$ cat config.mk
export PLATFORM = sky130hd
export DESIGN_NAME = cpu_debug_ctrl
export DESIGN_NICKNAME = d
export VERILOG_FILES = /design/src/rtl/cpu_dbg_pkg.sv /design/src/rtl/dbg_trace_buf.sv /design/src/rtl/cpu_debug_ctrl.sv
export SDC_FILE = /design/constraint.sdc
export NUM_CORES = 1
export LEC_CHECK = 0
export BUFFER_PORTS_ARGS = -buffer_cell sky130_fd_sc_hd__buf_2
export CELL_PAD_IN_SITES_DETAIL_PLACEMENT = 1
export CELL_PAD_IN_SITES_GLOBAL_PLACEMENT = 1
export CORE_UTILIZATION = 45
export DETAILED_ROUTE_END_ITERATION = 8
export PLACE_DENSITY_LB_ADDON = 0.1
export SYNTH_ARGS = -nofsm -noshare
export SYNTH_HDL_FRONTEND = slang
export SYNTH_SLANG_ARGS = --single-unit
$ cat constraint.sdc
create_clock -name clk -period 7.23 [get_ports clk]
set_input_delay 0.3615 -clock clk [delete_from_list [all_inputs] [get_ports clk]]
set_output_delay 0.3615 -clock clk [all_outputs]
set_load 0.03 [all_outputs]
$ cat src/rtl/cpu_dbg_pkg.sv
// Shared encodings for the CPU run-control / trace block: command opcodes,
// run states and stop causes.
package cpu_dbg_pkg;

  localparam logic [2:0] OP_NOP       = 3'd0;
  localparam logic [2:0] OP_RUN       = 3'd1;
  localparam logic [2:0] OP_STOP      = 3'd2;
  localparam logic [2:0] OP_STEP      = 3'd3;
  localparam logic [2:0] OP_SET_BP    = 3'd4;
  localparam logic [2:0] OP_CLR_BP    = 3'd5;
  localparam logic [2:0] OP_CLR_TRACE = 3'd6;

  typedef enum logic [1:0] {
    ST_STOPPED = 2'd0,
    ST_RUNNING = 2'd1,
    ST_STEP    = 2'd2,
    ST_HALTED  = 2'd3
  } run_state_t;

  localparam logic [2:0] CAUSE_NONE = 3'd0;
  localparam logic [2:0] CAUSE_STOP = 3'd1;
  localparam logic [2:0] CAUSE_BP   = 3'd2;
  localparam logic [2:0] CAUSE_HALT = 3'd3;
  localparam logic [2:0] CAUSE_STEP = 3'd4;

endpackage

$ cat src/rtl/dbg_trace_buf.sv
// Circular control-flow trace buffer: keeps the newest TRACE_DEPTH captures,
// flags overwrites, and reads back oldest-first through a combinational mux.
module dbg_trace_buf #(
  parameter int ADDR_W      = 16,
  parameter int INSTR_W     = 16,
  parameter int TRACE_DEPTH = 8
) (
  input  logic                           clk,
  input  logic                           reset,
  input  logic                           wr_en,
  input  logic                           clr,
  input  logic [ADDR_W-1:0]              wr_pc,
  input  logic [INSTR_W-1:0]             wr_instr,
  input  logic [$clog2(TRACE_DEPTH)-1:0] rd_idx,
  output logic [ADDR_W-1:0]              rd_pc,
  output logic [INSTR_W-1:0]             rd_instr,
  output logic [$clog2(TRACE_DEPTH):0]   count,
  output logic                           ovf
);

  localparam int PTR_W = $clog2(TRACE_DEPTH);
  localparam logic [PTR_W:0] FULL = (PTR_W+1)'(TRACE_DEPTH);

  logic [ADDR_W-1:0]  mem_pc    [TRACE_DEPTH];
  logic [INSTR_W-1:0] mem_instr [TRACE_DEPTH];
  logic [PTR_W-1:0]   wp;
  logic [PTR_W-1:0]   rd_ptr;

  // A clear in the same cycle as a capture drops that capture.
  always_ff @(posedge clk) begin
    if (wr_en && !clr) begin
      mem_pc[wp]    <= wr_pc;
      mem_instr[wp] <= wr_instr;
    end
  end

  always_ff @(posedge clk or negedge reset) begin
    if (!reset) begin
      wp    <= '0;
      count <= '0;
      ovf   <= 1'b0;
    end else if (clr) begin
      wp    <= '0;
      count <= '0;
      ovf   <= 1'b0;
    end else if (wr_en) begin
      wp <= wp + PTR_W'(1);
      if (count == FULL) ovf <= 1'b1;
      else count <= count + (PTR_W+1)'(1);
    end
  end

  // When full, count's low bits are zero so the oldest entry sits at wp.
  assign rd_ptr   = wp - count[PTR_W-1:0] + rd_idx;
  assign rd_pc    = mem_pc[rd_ptr];
  assign rd_instr = mem_instr[rd_ptr];

endmodule

$ cat src/rtl/cpu_debug_ctrl.sv
// Run-control and trace block for the 16-bit single-cycle CPU: run/stop/step
// through a clock enable, PC breakpoints, control-flow trace and cycle counter.
module cpu_debug_ctrl
  import cpu_dbg_pkg::*;
#(
  parameter int ADDR_W      = 16,
  parameter int INSTR_W     = 16,
  parameter int NUM_BP      = 4,
  parameter int TRACE_DEPTH = 8,
  parameter int CYCLE_W     = 32
) (
  input  logic                           clk,
  input  logic                           reset,
  input  logic                           cmd_valid,
  output logic                           cmd_ready,
  input  logic [2:0]                     cmd_op,
  input  logic [2:0]                     cmd_idx,
  input  logic [ADDR_W-1:0]              cmd_addr,
  input  logic [ADDR_W-1:0]              cpu_pc,
  input  logic [INSTR_W-1:0]             cpu_instr,
  input  logic                           cpu_halt,
  input  logic                           cpu_jump,
  input  logic                           cpu_branch_taken,
  output logic                           cpu_en,
  output logic [1:0]                     run_state,
  output logic [2:0]                     stop_cause,
  output logic [CYCLE_W-1:0]             cycle_count,
  input  logic [$clog2(TRACE_DEPTH)-1:0] trace_rd_idx,
  output logic [ADDR_W-1:0]              trace_pc,
  output logic [INSTR_W-1:0]             trace_instr,
  output logic [$clog2(TRACE_DEPTH):0]   trace_count,
  output logic                           trace_ovf
);

  run_state_t        state;
  logic              skip_bp;
  logic [NUM_BP-1:0] bp_match;
  logic              bp_hit;
  logic              cmd_fire;

  assign cmd_ready = (state != ST_STEP);
  assign cmd_fire  = cmd_valid && cmd_ready;
  assign bp_hit    = (state == ST_RUNNING) && !skip_bp && (|bp_match);
  assign cpu_en    = ((state == ST_RUNNING) && !bp_hit) || (state == ST_STEP);
  assign run_state = state;

  // Indices at or above NUM_BP match no comparator and are silently ignored.
  for (genvar i = 0; i < NUM_BP; i++) begin : g_bp
    logic [ADDR_W-1:0] bp_addr;
    logic              bp_en;

    always_ff @(posedge clk or negedge reset) begin
      if (!reset) begin
        bp_addr <= '0;
        bp_en   <= 1'b0;
      end else if (cmd_fire && cmd_idx == 3'(i)) begin
        if (cmd_op == OP_SET_BP) begin
          bp_addr <= cmd_addr;
          bp_en   <= 1'b1;
        end else if (cmd_op == OP_CLR_BP) begin
          bp_en <= 1'b0;
        end
      end
    end

    assign bp_match[i] = bp_en && (bp_addr == cpu_pc);
  end

  // Halt outranks a breakpoint, which outranks a STOP command.
  always_ff @(posedge clk or negedge reset) begin
    if (!reset) begin
      state      <= ST_STOPPED;
      stop_cause <= CAUSE_NONE;
      skip_bp    <= 1'b0;
    end else begin
      if (cpu_en) skip_bp <= 1'b0;
      unique case (state)
        ST_RUNNING: begin
          if (cpu_en && cpu_halt) begin
            state      <= ST_HALTED;
            stop_cause <= CAUSE_HALT;
          end else if (bp_hit) begin
            state      <= ST_STOPPED;
            stop_cause <= CAUSE_BP;
          end else if (cmd_fire && cmd_op == OP_STOP) begin
            state      <= ST_STOPPED;
            stop_cause <= CAUSE_STOP;
          end
        end
        ST_STEP: begin
          state      <= cpu_halt ? ST_HALTED : ST_STOPPED;
          stop_cause <= cpu_halt ? CAUSE_HALT : CAUSE_STEP;
        end
        default: begin
          if (cmd_fire && cmd_op == OP_RUN) begin
            state      <= ST_RUNNING;
            stop_cause <= CAUSE_NONE;
            skip_bp    <= 1'b1;
          end else if (cmd_fire && cmd_op == OP_STEP) begin
            state <= ST_STEP;
          end
        end
      endcase
    end
  end

  always_ff @(posedge clk or negedge reset) begin
    if (!reset) cycle_count <= '0;
    else if (cpu_en && !(&cycle_count)) cycle_count <= cycle_count + CYCLE_W'(1);
  end

  dbg_trace_buf #(
    .ADDR_W      (ADDR_W),
    .INSTR_W     (INSTR_W),
    .TRACE_DEPTH (TRACE_DEPTH)
  ) u_trace (
    .clk      (clk),
    .reset    (reset),
    .wr_en    (cpu_en && (cpu_jump || cpu_branch_taken)),
    .clr      (cmd_fire && cmd_op == OP_CLR_TRACE),
    .wr_pc    (cpu_pc),
    .wr_instr (cpu_instr),
    .rd_idx   (trace_rd_idx),
    .rd_pc    (trace_pc),
    .rd_instr (trace_instr),
    .count    (trace_count),
    .ovf      (trace_ovf)
  );

endmodule

==> flow_summary.json <==
{
  "status": "finished clean",
  "grt_use_met2_pct": 33.0,
  "busiest_layer": "met2",
  "met1_usage_pct": 27.4,
  "gp_congestion": 0.724,
  "synth_top_area_share_pct": 50.0,
  "fin_crit_ns": 4.75,
  "rr_worst_depth": 9,
  "io_buffers": 138,
  "synth_flop_cell": "edfxtp_1",
  "ys_seq_elements": 370,
  "max_freq_mhz": 211,
  "arrival_ns": 4.39,
  "grt_pass1_wl_mm": 52.6,
  "finalClockSkew_ns": 0.0187,
  "syn-num-nets": 945,
  "cts_buffers": 40,
  "path_clk_slew_ns": 0.06,
  "totalWireLength_mm": 33.3,
  "tightest_slew_ns": 0.993,
  "drtAntennaViolNets": 0,
  "postCtsSetupRepairBufs": 0,
  "grt_overflow": 0,
  "hold_end": "u_trace.mem_instr[4][1]",
  "met3_usage_pct": 3.05,
  "die-area_um2": 34900,
  "syn_to_final_growth_pct": 16.6,
  "postSynthAreaPerCell_um2": 17.6,
  "cts_tree": "yes",
  "hp-start": "cpu_instr[1]",
  "cp.required_ns": 6.87,
  "antenna_found_initial": 1,
  "synth-async-reset-ratio_pct": 30.8,
  "min_path_cells": 1,
  "slew_violations": 0,
  "first_global_vias": 8973,
  "holdWs_ns": 0.108,
  "start_kind": "register",
  "layout.nets": 1110,
  "regToRegEndpoint": "u_trace.mem_pc[6][7]",
  "period_share_pct": 65.7,
  "startpoint": "u_trace.wp[0]",
  "dieHeight_um": 187,
  "fp.dieW_um": 187,
  "drive_above_1_share_pct": 36.9,
  "yosysTopAreaCell": "edfxtp_1",
  "grt_max_degree": 66,
  "clock-sinks": 370,
  "cts-root-buf": "clkbuf_16",
  "setup_viol": 0,
  "dp_hpwl_mm": 20.0,
  "hold_viol": 0,
  "rrSetupSlack_ns": 3.83,
  "core_um2": 33500,
  "vias_per_cell": 5.37,
  "cp_max_fo": 64,
  "drc": 0,
  "rsz0062_at_grt": "false",
  "antennaDiodeCount": 0,
  "start_util_pct": 45.8,
  "hold_path_class": "in -> reg",
  "firstDrtPassIters": 4,
  "wl_per_cell_um": 22.0,
  "maxSlewHeadroom_pct": 33.4,
  "yosysSeqAreaShare_pct": 68.6,
  "synthTopCellsByArea": "edfxtp_1 50%, dfrtp_1 19%, mux4_2 9.4%, mux2_2 7.1%, xor2_1 4.2%",
  "h-tree-depth": 2,
  "ys_warn_count": 0,
  "clock_latency_ns": 0.53,
  "synth_cell_types": 50,
  "pin_count": 139,
  "row_count": 67,
  "drv_cap": 0,
  "synth_edf_count": 256,
  "synth.cell_area_um2": 15400,
  "end_kind": "primary output",
  "grt_use_total_pct": 19.7,
  "synthCells": 872,
  "timing.rr.start": "g_bp[3].bp_addr[1]",
  "num_vias": 8136,
  "drt_iter0_markers": 360,
  "worstSetupPathType": "reg -> out",
  "tns_ns": 0,
  "clockBufferDepth": 3,
  "n_fill_cell": 3170,
  "postLayoutCoreUtil_pct": 53.4
}
[final cells by class]
class                           instances  area, µm²  area share, %
Multi-Input combinational cell        456       4700           26.3
Sequential cell                       370      10500           58.8
Timing Repair Buffer                  151        793           4.43
Clock inverter                         14        105          0.587
Tap cell                              448        561           3.13
Clock buffer                           58       1140           6.37
Inverter                               18       67.6          0.377
[flip-flops by register name, indices dropped and copies added, names as in the netlist]
name	cells
u_trace.mem_pc	128
u_trace.wp	3
stop_cause	3
u_trace.count	4
cycle_count	32
g_bp.bp_en	4
u_trace.mem_instr	128
g_bp.bp_addr	64
run_state	2
u_trace.ovf	1
skip_bp	1
[how the worst max path moves through the flow]
stage | cells past startpoint | endpoint
after floorplan | 7 | u_trace.mem_instr[4][0]
after CTS | 12 | trace_pc[9]
after detailed placement | 12 | trace_pc[9]
after global placement | 12 | trace_pc[9]
final | 12 | trace_pc[13]
after global routing | 12 | trace_pc[9]
[critical path, stage by stage (launching register included)]
cell     delay, ns
dfrtp_1       0.54
inv_1         0.18
ha_1          0.31
inv_1         0.06
ha_4          0.15
fa_2          0.33
xnor2_1       0.15
xnor2_1       0.35
xnor2_4       0.15
buf_4         0.73
mux4_2        0.43
mux2_2        0.29
buf_2         0.18
[layout by cell type (no fill, tap or decap), drive strengths merged, types with 3 or more instances in the layout]
cell type  count
edfxtp       256
buf          150
dfrtp        114
mux2          97
xor2          73
mux4          64
clkbuf        58
nand2         32
nand3         32
xnor2         26
inv           18
nor4          17
nor2          16
nor3          13
o21ai         12
clkinv        12
a21oi         11
nand4          9
ha             8
and3           8
and4           5
o22a           4
nor3b          4
nor2b          3
or2            3
[stage by stage]
| stage | std cells | worst slack (ns) | area (µm²) |
|---|---|---|---|
| global route | 1515 | 2.22 | 17900 |
| CTS | 1515 | 2.37 | 17900 |
| finish | 1515 | 2.48 | 17900 |
| detailed placement | 1442 | 2.95 | 16700 |
| floorplan | 872 | 2.58 | 15400 |
| global placement | 1442 | 3.05 | 16700 |
[layer usage]
layer / vias to the layer above / part of all wire, %
met4: 2 / 1.5
met1: 4262 / 46
met5: - / 0.039
met3: 41 / 3.4
met2: 140 / 49
li1: 3691 / -
[cells in the mapped netlist, drive strengths merged (5+ instances only)]
cell and count:
clkbuf 13, buf 15, and3 8, nand3 32
o21ai 12, edfxtp 256, nor2 16, nor4 17
nand4 9, mux2 97, xnor2 26, nor3 13
mux4 64, nand2 32, a21oi 11, ha 8
and4 5, xor2 73, inv 18, dfrtp 114
[cells by family (layout without fill, tap and decap cells)]
kind of cell,after synthesis,in the layout,synth area share [%]
multiplexers,161,161,16.5
adder cells (fa/ha/maj),10,10,0.912
XOR/XNOR,99,99,5.69
buffers and inverters,46,241,1.25
flip-flops,370,370,68.6
AO/OA/AOI/OAI,35,35,1.65
AND/OR/NAND/NOR,151,151,5.40
[what timing repair did]
action	CTS	global route
hold endpoints to repair	30	0
hold buffers	1	0
resized for setup	0	0
Power is left out: the tool's default activity adds up to more than one toggle a clock period on the data nets, which glitch-free logic cannot reach.
